### config.mk
export PLATFORM = sky130hd
export DESIGN_NAME = ravens_spike_to_dvs_event_flat
export DESIGN_NICKNAME = d
export VERILOG_FILES = /design/src/rtl/dvs_ravens_pkg.sv /design/src/rtl/ravens_spike_to_dvs_event_if.sv /design/src/rtl/ravens_idx_divider.sv /design/src/rtl/ravens_spike_to_dvs_event.sv /design/src/flat_wrapper.sv
export SDC_FILE = /design/constraint.sdc
export NUM_CORES = 1
export LEC_CHECK = 0
export ABC_CLOCK_PERIOD_IN_PS = 2500
export BUFFER_PORTS_ARGS = -buffer_cell sky130_fd_sc_hd__clkbuf_2
export CORE_UTILIZATION = 38
export DETAILED_ROUTE_END_ITERATION = 6
export PLACE_DENSITY_LB_ADDON = 0.08
export RECOVER_POWER = 25
export SETUP_SLACK_MARGIN = 0.05
export SKIP_LAST_GASP = 1
export SLEW_MARGIN = 25
export SYNTH_ARGS = -nofsm -noshare
export SYNTH_HDL_FRONTEND = slang
export SYNTH_SLANG_ARGS = --single-unit
### constraint.sdc
create_clock -name clk -period 2.5 [get_ports clk]
set_clock_uncertainty 0.15 [all_clocks]
set_input_delay 0.125 -clock clk [delete_from_list [all_inputs] [get_ports clk]]
set_output_delay 0.125 -clock clk [all_outputs]
set_load 0.02 [all_outputs]
### src/rtl/dvs_ravens_pkg.sv
// Shared types and constants for the RAVENS-output to DVS-event return path.
// Event layout is {x, y, polarity, timestamp} with x in the MSBs.
package dvs_ravens_pkg;

    localparam int unsigned EVENT_BITS      = 32;
    localparam int unsigned DVS_X_ADDR_BITS = 4;
    localparam int unsigned DVS_Y_ADDR_BITS = 3;
    localparam int unsigned DVS_WIDTH_PXLS  = 16;
    localparam int unsigned RAVENS_PKT_BITS = 32;
    localparam int unsigned DVS_TS_BITS     = EVENT_BITS - DVS_X_ADDR_BITS - DVS_Y_ADDR_BITS - 1;

    // One spare bit over the 8-bit index so 255 never wraps during subtraction.
    localparam int unsigned DIV_BITS = 9;

    localparam logic [2:0] RAVENS_HDR_SPIKE = 3'b000;

    typedef struct packed {
        logic [2:0]  header;
        logic [15:0] tstamp;
        logic [3:0]  core;
        logic [3:0]  neuron;
        logic [4:0]  synapse;
    } ravens_pkt_t;

    typedef enum logic [1:0] {
        StIdle,
        StDiv,
        StOut
    } dvs_state_e;

    // Timestamp is zero-extended or truncated to DVS_TS_BITS by the size cast.
    function automatic logic [EVENT_BITS-1:0] make_event(
        input logic [DVS_X_ADDR_BITS-1:0] x,
        input logic [DVS_Y_ADDR_BITS-1:0] y,
        input logic [15:0]                ts
    );
        return {x, y, 1'b1, DVS_TS_BITS'(ts)};
    endfunction

endpackage

### src/rtl/ravens_spike_to_dvs_event_if.sv
// Packet-in / event-out handshake bundle for ravens_spike_to_dvs_event.
// The slave modport is the decoder's view; master is the driver/sink side.
interface ravens_spike_to_dvs_event_if;
    import dvs_ravens_pkg::*;

    logic                       pkt_valid;
    logic                       pkt_ready;
    logic [RAVENS_PKT_BITS-1:0] ravens_pkt;
    logic                       evt_valid;
    logic                       evt_ready;
    logic [EVENT_BITS-1:0]      dvs_event;

    modport master (
        output pkt_valid,
        output ravens_pkt,
        output evt_ready,
        input  pkt_ready,
        input  evt_valid,
        input  dvs_event
    );

    modport slave (
        input  pkt_valid,
        input  ravens_pkt,
        input  evt_ready,
        output pkt_ready,
        output evt_valid,
        output dvs_event
    );

endinterface

### src/rtl/ravens_idx_divider.sv
// Repeated-subtraction divider: flat neuron index / DVS_WIDTH_PXLS.
// One subtraction per cycle; flags overflow when the quotient would exceed the Y range.
module ravens_idx_divider
    import dvs_ravens_pkg::*;
(
    input  logic                clk_i,
    input  logic                rst_ni,
    input  logic                start_i,
    input  logic [7:0]          dividend_i,
    output logic [DIV_BITS-1:0] quotient_o,
    output logic [DIV_BITS-1:0] remainder_o,
    output logic                done_o,
    output logic                overflow_o
);

    localparam logic [DIV_BITS-1:0] Divisor = DIV_BITS'(DVS_WIDTH_PXLS);
    localparam logic [DIV_BITS-1:0] QuotMax = DIV_BITS'((1 << DVS_Y_ADDR_BITS) - 1);

    logic                busy_q, busy_d;
    logic [DIV_BITS-1:0] rem_q, rem_d;
    logic [DIV_BITS-1:0] quot_q, quot_d;
    logic                rem_ge;

    always_comb begin
        rem_ge     = (rem_q >= Divisor);
        done_o     = busy_q && !rem_ge;
        overflow_o = busy_q && rem_ge && (quot_q == QuotMax);

        busy_d = busy_q;
        rem_d  = rem_q;
        quot_d = quot_q;

        if (start_i) begin
            busy_d = 1'b1;
            rem_d  = {1'b0, dividend_i};
            quot_d = '0;
        end else if (busy_q) begin
            if (done_o || overflow_o) begin
                busy_d = 1'b0;
            end else begin
                rem_d  = rem_q - Divisor;
                quot_d = quot_q + DIV_BITS'(1);
            end
        end
    end

    always_ff @(posedge clk_i or negedge rst_ni) begin
        if (!rst_ni) begin
            busy_q <= 1'b0;
            rem_q  <= '0;
            quot_q <= '0;
        end else begin
            busy_q <= busy_d;
            rem_q  <= rem_d;
            quot_q <= quot_d;
        end
    end

    assign quotient_o  = quot_q;
    assign remainder_o = rem_q;

endmodule

### src/rtl/ravens_spike_to_dvs_event.sv
// Rebuilds RAVENS output spike packets as DVS events; undecodable packets are dropped.
// Define DVS_RAVENS_DROP_CNT_EN to build the saturating drop counter (else drop_count = 0).
module ravens_spike_to_dvs_event
    import dvs_ravens_pkg::*;
(
    input  logic                             clk,
    input  logic                             rst_n,
    ravens_spike_to_dvs_event_if.slave       bus,
    output logic [15:0]                      drop_count
);

    dvs_state_e            state_q, state_d;
    logic                  pkt_ready_q, pkt_ready_d;
    logic [EVENT_BITS-1:0] evt_q, evt_d;
    logic [15:0]           ts_q, ts_d;

    ravens_pkt_t           pkt;
    logic                  accept;
    logic                  is_spike;
    logic                  div_start;
    logic                  drop;
    logic [DIV_BITS-1:0]   div_quot;
    logic [DIV_BITS-1:0]   div_rem;
    logic                  div_done;
    logic                  div_ovf;

    assign pkt       = bus.ravens_pkt;
    assign accept    = (state_q == StIdle) && bus.pkt_valid && pkt_ready_q;
    assign is_spike  = (pkt.header == RAVENS_HDR_SPIKE);
    assign div_start = accept && is_spike;
    assign drop      = (accept && !is_spike) || ((state_q == StDiv) && div_ovf);

    ravens_idx_divider u_divider (
        .clk_i       (clk),
        .rst_ni      (rst_n),
        .start_i     (div_start),
        .dividend_i  ({pkt.core, pkt.neuron}),
        .quotient_o  (div_quot),
        .remainder_o (div_rem),
        .done_o      (div_done),
        .overflow_o  (div_ovf)
    );

    always_comb begin
        state_d = state_q;
        evt_d   = evt_q;
        ts_d    = ts_q;

        unique case (state_q)
            StIdle: begin
                if (div_start) begin
                    state_d = StDiv;
                    ts_d    = pkt.tstamp;
                end
            end
            StDiv: begin
                if (div_ovf) begin
                    state_d = StIdle;
                end else if (div_done) begin
                    state_d = StOut;
                    evt_d   = make_event(div_rem[DVS_X_ADDR_BITS-1:0],
                                         div_quot[DVS_Y_ADDR_BITS-1:0], ts_q);
                end
            end
            StOut: begin
                if (bus.evt_ready) begin
                    state_d = StIdle;
                    evt_d   = '0;
                end
            end
            default: state_d = StIdle;
        endcase

        pkt_ready_d = (state_d == StIdle);
    end

    always_ff @(posedge clk or negedge rst_n) begin
        if (!rst_n) begin
            state_q     <= StIdle;
            pkt_ready_q <= 1'b0;
            evt_q       <= '0;
            ts_q        <= '0;
        end else begin
            state_q     <= state_d;
            pkt_ready_q <= pkt_ready_d;
            evt_q       <= evt_d;
            ts_q        <= ts_d;
        end
    end

    assign bus.pkt_ready = pkt_ready_q;
    assign bus.evt_valid = (state_q == StOut);
    assign bus.dvs_event = evt_q;

`ifdef DVS_RAVENS_DROP_CNT_EN
    logic [15:0] drop_cnt_q;

    always_ff @(posedge clk or negedge rst_n) begin
        if (!rst_n) begin
            drop_cnt_q <= '0;
        end else if (drop && (drop_cnt_q != 16'hFFFF)) begin
            drop_cnt_q <= drop_cnt_q + 16'd1;
        end
    end

    assign drop_count = drop_cnt_q;
`else
    logic drop_unused;
    assign drop_unused = drop;
    assign drop_count  = '0;
`endif

    // Synapse field and the divider's spare high bits carry no event information.
    logic fields_unused;
    assign fields_unused = ^{pkt.synapse, div_rem[DIV_BITS-1:DVS_X_ADDR_BITS],
                             div_quot[DIV_BITS-1:DVS_Y_ADDR_BITS]};

endmodule

### src/flat_wrapper.sv
// flat-port wrapper written by rule: the top's interface ports become plain ports
module ravens_spike_to_dvs_event_flat import dvs_ravens_pkg::*;
  (clk, rst_n, drop_count, bus_pkt_valid, bus_ravens_pkt, bus_evt_ready, bus_pkt_ready, bus_evt_valid, bus_dvs_event);
  ravens_spike_to_dvs_event_if bus_i ();
  input  logic clk;
  input  logic rst_n;
  output logic [15:0] drop_count;
  input wire logic [$bits(bus_i.pkt_valid)-1:0] bus_pkt_valid;
  input wire logic [$bits(bus_i.ravens_pkt)-1:0] bus_ravens_pkt;
  input wire logic [$bits(bus_i.evt_ready)-1:0] bus_evt_ready;
  output wire logic [$bits(bus_i.pkt_ready)-1:0] bus_pkt_ready;
  output wire logic [$bits(bus_i.evt_valid)-1:0] bus_evt_valid;
  output wire logic [$bits(bus_i.dvs_event)-1:0] bus_dvs_event;
  assign bus_i.pkt_valid = bus_pkt_valid;
  assign bus_i.ravens_pkt = bus_ravens_pkt;
  assign bus_i.evt_ready = bus_evt_ready;
  assign bus_pkt_ready = bus_i.pkt_ready;
  assign bus_evt_valid = bus_i.evt_valid;
  assign bus_dvs_event = bus_i.dvs_event;
  ravens_spike_to_dvs_event u_core (.clk(clk), .rst_n(rst_n), .bus(bus_i), .drop_count(drop_count));
endmodule
==> metrics.md <==
| Metric | Value |
|---|---|
| Setup_tns | 0 ns |
| CP Cell Sequence | ha_1, or4bb_4, o21ai_2, o21ai_0, a31oi_1 |
| Rows | 32 |
| Req. time, crit path | 2.59 ns |
| RePlAce Congestion | 0.813 |
| Worst VDD drop | 0.000594 V |
| Post-CTS Setup Repair Bufs | 0 |
| H-tree depth | 3 |
| Cell count after placement | 480 |
| Slew Limit Fails | 63 |
| Fill cells | 763 |
| Top sig layer | met4 |
| Layout cell share with drive strength beyond 1 | 0.224 |
| Cts repair resizes | 0 |
| Max clock buf depth | 2 |
| Final hold violations | 0 |
| Worst path arrival time | 2.33 ns |
| R2r worst-path depth | 5 |
| Count of buffers from port buffering | 56 |
| Slew HR | -0.0584 |
| Iteration-0 DRC count of the detailed router | 116 |
| Hold/Removal Path Class | in -> reg |
| Met2 wire len | 3070 µm |
| Hold_buf cts | 26 |
| Met3 WL | 269 µm |
| Layout net count | 454 |
| Mapped cell area | 0.00303 mm² |
| Post-layout util | 0.487 |
| Finished Layout Cells | 521 |
| Library cells used by synthesis | 42 |
| CP bufs+invs | 0 |
| Core area | 0.00773 mm² |
| Worst Hold End | u_core.state_q[0] |
| Cells after Synth | 328 |
| Storage cell area | 0.00155 mm² |
| WL/cell | 12.6 µm |
| Multi-input gate area | 0.00124 mm² |
| Hold_sp | bus_pkt_valid |
| Max Cap Viol | 1 |
| RSZ-0062 raised after global routing | false |
| FF+latch count, synth | 62 |
| CP max-delay cell | or4bb_4 |
| Starting Density | 0.392 |
| Antenna Nets Post-Route | 0 |
| Cell family contributing the most delay on the critical path | compound AO/OA/AOI/OAI gates |
| Clock transition at the registers of the reported paths | 0.07 ns |
| # IOs | 86 |
| Critical R2R Launch | u_core.u_divider.quotient_o[0] |
| Largest fanout on the critical path | 15 |
| Dpl hpwl | 4280 µm |
| Placed Instance Area | 0.00333 mm² |
| Ys Warns | 0 |
| Crit. End Element | register |
| Largest net degree at the start of global routing | 63 |
| CTS tree | yes |
| Total grt overflow | 0 |
| Avg Vias per Cell | 4.67 |
| Post-synthesis cell type with the largest combined area | dfrtp_1 |
| Die W | 91.3 µm |
| Final Power | 3910 µW |
| Run status | finished, violations left |
| Synth area leaders | dfrtp_1 (51%), nand2_1 (14%), buf_4 (6.7%), o21ai_0 (5.3%), a21oi_1 (1.7%) |
| Failing checks | max-capacitance violations, max-slew violations |
| Power per cell area | 1040 mW/mm² |
| Register area share after synthesis | 0.512 |
| DRC Markers | 0 |
| Reg2reg setup slack | 0.26 ns |
| Crit path launch type | register |
| Drt total wl | 6580 µm |
| Met1 WL | 3120 µm |
| Hold depth | 4 |
| Post-synthesis average cell area | 9.23 µm² |
| Max Clock Freq | 0.446 GHz |
| Design area | 0.00376 mm² |
| Area Growth Syn to Fin | 24.2% |
| Reg-to-Reg End | u_core.u_divider.remainder_o[4] |
| Leakage Power | 0.00185 µW |
| Crit path time final | 2.24 ns |
| First-pass GRT wire length | 11000 µm |
| Setup-failing EPs final | 0 |
| Vias in the first global route | 2314 |
| Worst slew pin tran | 1.59 ns |
| Crit path largest cell delay | 0.57 ns |
| Diodes inserted | 0 |
| CTS buffer count | 9 |
| Die ar. | 0.00833 mm² |
| Clock Latency Late Sink | 0.33 ns |
| Initial antenna violation count | 0 |
| Crit Path Category | reg -> reg |
| Global Route Usage Sum | 0.171 |
| Sink Count | 62 |
| DRT Pass-1 Iters | 5 |
| Via count | 2435 |
| Post-synth top area share | 0.512 |
| Clock root buffer master | clkbuf_8 |
| Tcrit/Tclk final | 0.897 |
| Die Y | 91.3 µm |
[synth_stat cells (all sizes together)]
cell     number
a21o          1
o211ai        1
nor4b         2
or4           6
nand2       110
inv           4
conb          1
nor2          7
o21a          2
and2b         1
o21ai        33
or3           8
and4          1
a211oi        1
and3          3
o31ai         4
nand3b        1
ha            3
clkbuf        9
dfrtp        62
a211o         1
nand3         8
o22ai         1
a21oi        10
or2           1
nand2b        1
or4bb         1
o22a          2
nor4          1
buf          32
and2          1
a2111oi       1
a31oi         4
nand4         2
nor3          2
[area by class of cell]
| type | count | share of cell area |
|---|---|---|
| Clock inverter | 4 | 0.0126 |
| Multi-Input combinational cell | 244 | 0.329 |
| Tap cell | 102 | 0.0339 |
| Inverter | 4 | 0.00399 |
| Sequential cell | 62 | 0.413 |
| Clock buffer | 11 | 0.0376 |
| Timing Repair Buffer | 94 | 0.170 |
[stage by stage]
step | setup slack (ns) | hold WS, ns
after detailed placement | 0.242 | 0.0216
after global routing | 0.0758 | 0.132
after floorplan | 0.575 | -0.321
final | 0.259 | 0.0891
after CTS | 0.239 | 0.0821
after global placement | 0.287 | 0.0262
[worst max-delay path by stage]
stage | start | to | depth (start not counted)
after global routing | u_core.u_divider.quotient_o[0] | u_core.u_divider.remainder_o[4] | 5
after CTS | u_core.u_divider.quotient_o[0] | u_core.u_divider.remainder_o[7] | 5
after floorplan | u_core.u_divider.quotient_o[0] | u_core.u_divider.remainder_o[4] | 6
after detailed placement | u_core.u_divider.quotient_o[0] | u_core.u_divider.remainder_o[4] | 5
final | u_core.u_divider.quotient_o[0] | u_core.u_divider.remainder_o[4] | 5
after global placement | u_core.u_divider.quotient_o[0] | u_core.u_divider.remainder_o[6] | 5
[cell families after synthesis]
logic type	count (synthesis)	share of synthesized area
AND/OR/NAND/NOR	156	0.239
flip-flops	62	0.512
AO/OA/AOI/OAI	61	0.127
buffers and inverters	45	0.107
adder cells (fa/ha/maj)	3	0.0124
other	1	0.00124
[tightest hold or removal path, delay by kind of cell]
| family | cells | cell delay [ns] |
|---|---|---|
| AOI/OAI and AO/OA | 2 | 0.20 |
| buffers and inverters | 1 | 0.11 |
| and+or+nand+nor | 1 | 0.09 |
[registers in the layout, indices dropped and copies added (netlist names)]
| name | count |
|---|---|
| u_core.bus.dvs_event | 24 |
| u_core.bus.pkt_ready | 1 |
| u_core.state_q | 2 |
| u_core.ts_q | 16 |
| u_core.u_divider.busy_q | 1 |
| u_core.u_divider.quotient_o | 9 |
| u_core.u_divider.remainder_o | 9 |
[cells in the final DEF, fill, tap and decap left out, types with 2 or more instances in the layout]
| master | instances |
|---|---|
| or3_2 | 2 |
| conb_1 | 24 |
| o31ai_1 | 4 |
| ha_1 | 3 |
| nand3_1 | 8 |
| clkbuf_8 | 10 |
| o21ai_0 | 32 |
| or3_1 | 5 |
| or4_1 | 5 |
| nand2_1 | 110 |
| dlygate4sd3_1 | 26 |
| o22a_1 | 2 |
| a31oi_1 | 4 |
| a21oi_1 | 10 |
| o21a_1 | 2 |
| inv_1 | 4 |
| buf_4 | 10 |
| nor3_1 | 2 |
| clkinv_2 | 2 |
| nor4b_1 | 2 |
| clkbuf_2 | 57 |
| nand4_1 | 2 |
| dfrtp_1 | 62 |
| and3_1 | 3 |
| nor2_1 | 7 |
[where the power goes]
group | switching (µW) | total, µW | internal, µW
logic | 800 | 1330 | 525
clock network | 375 | 854 | 479
registers | 311 | 1740 | 1420
total | 1490 | 3910 | 2430
[layer usage]
metal,global-route usage,vias up
met5,0,-
met4,0.0556,0
met3,0.0486,8
met2,0.278,54
met1,0.219,1140
li1,-,1233
Note: power is estimated with default switching activity, not from simulation.
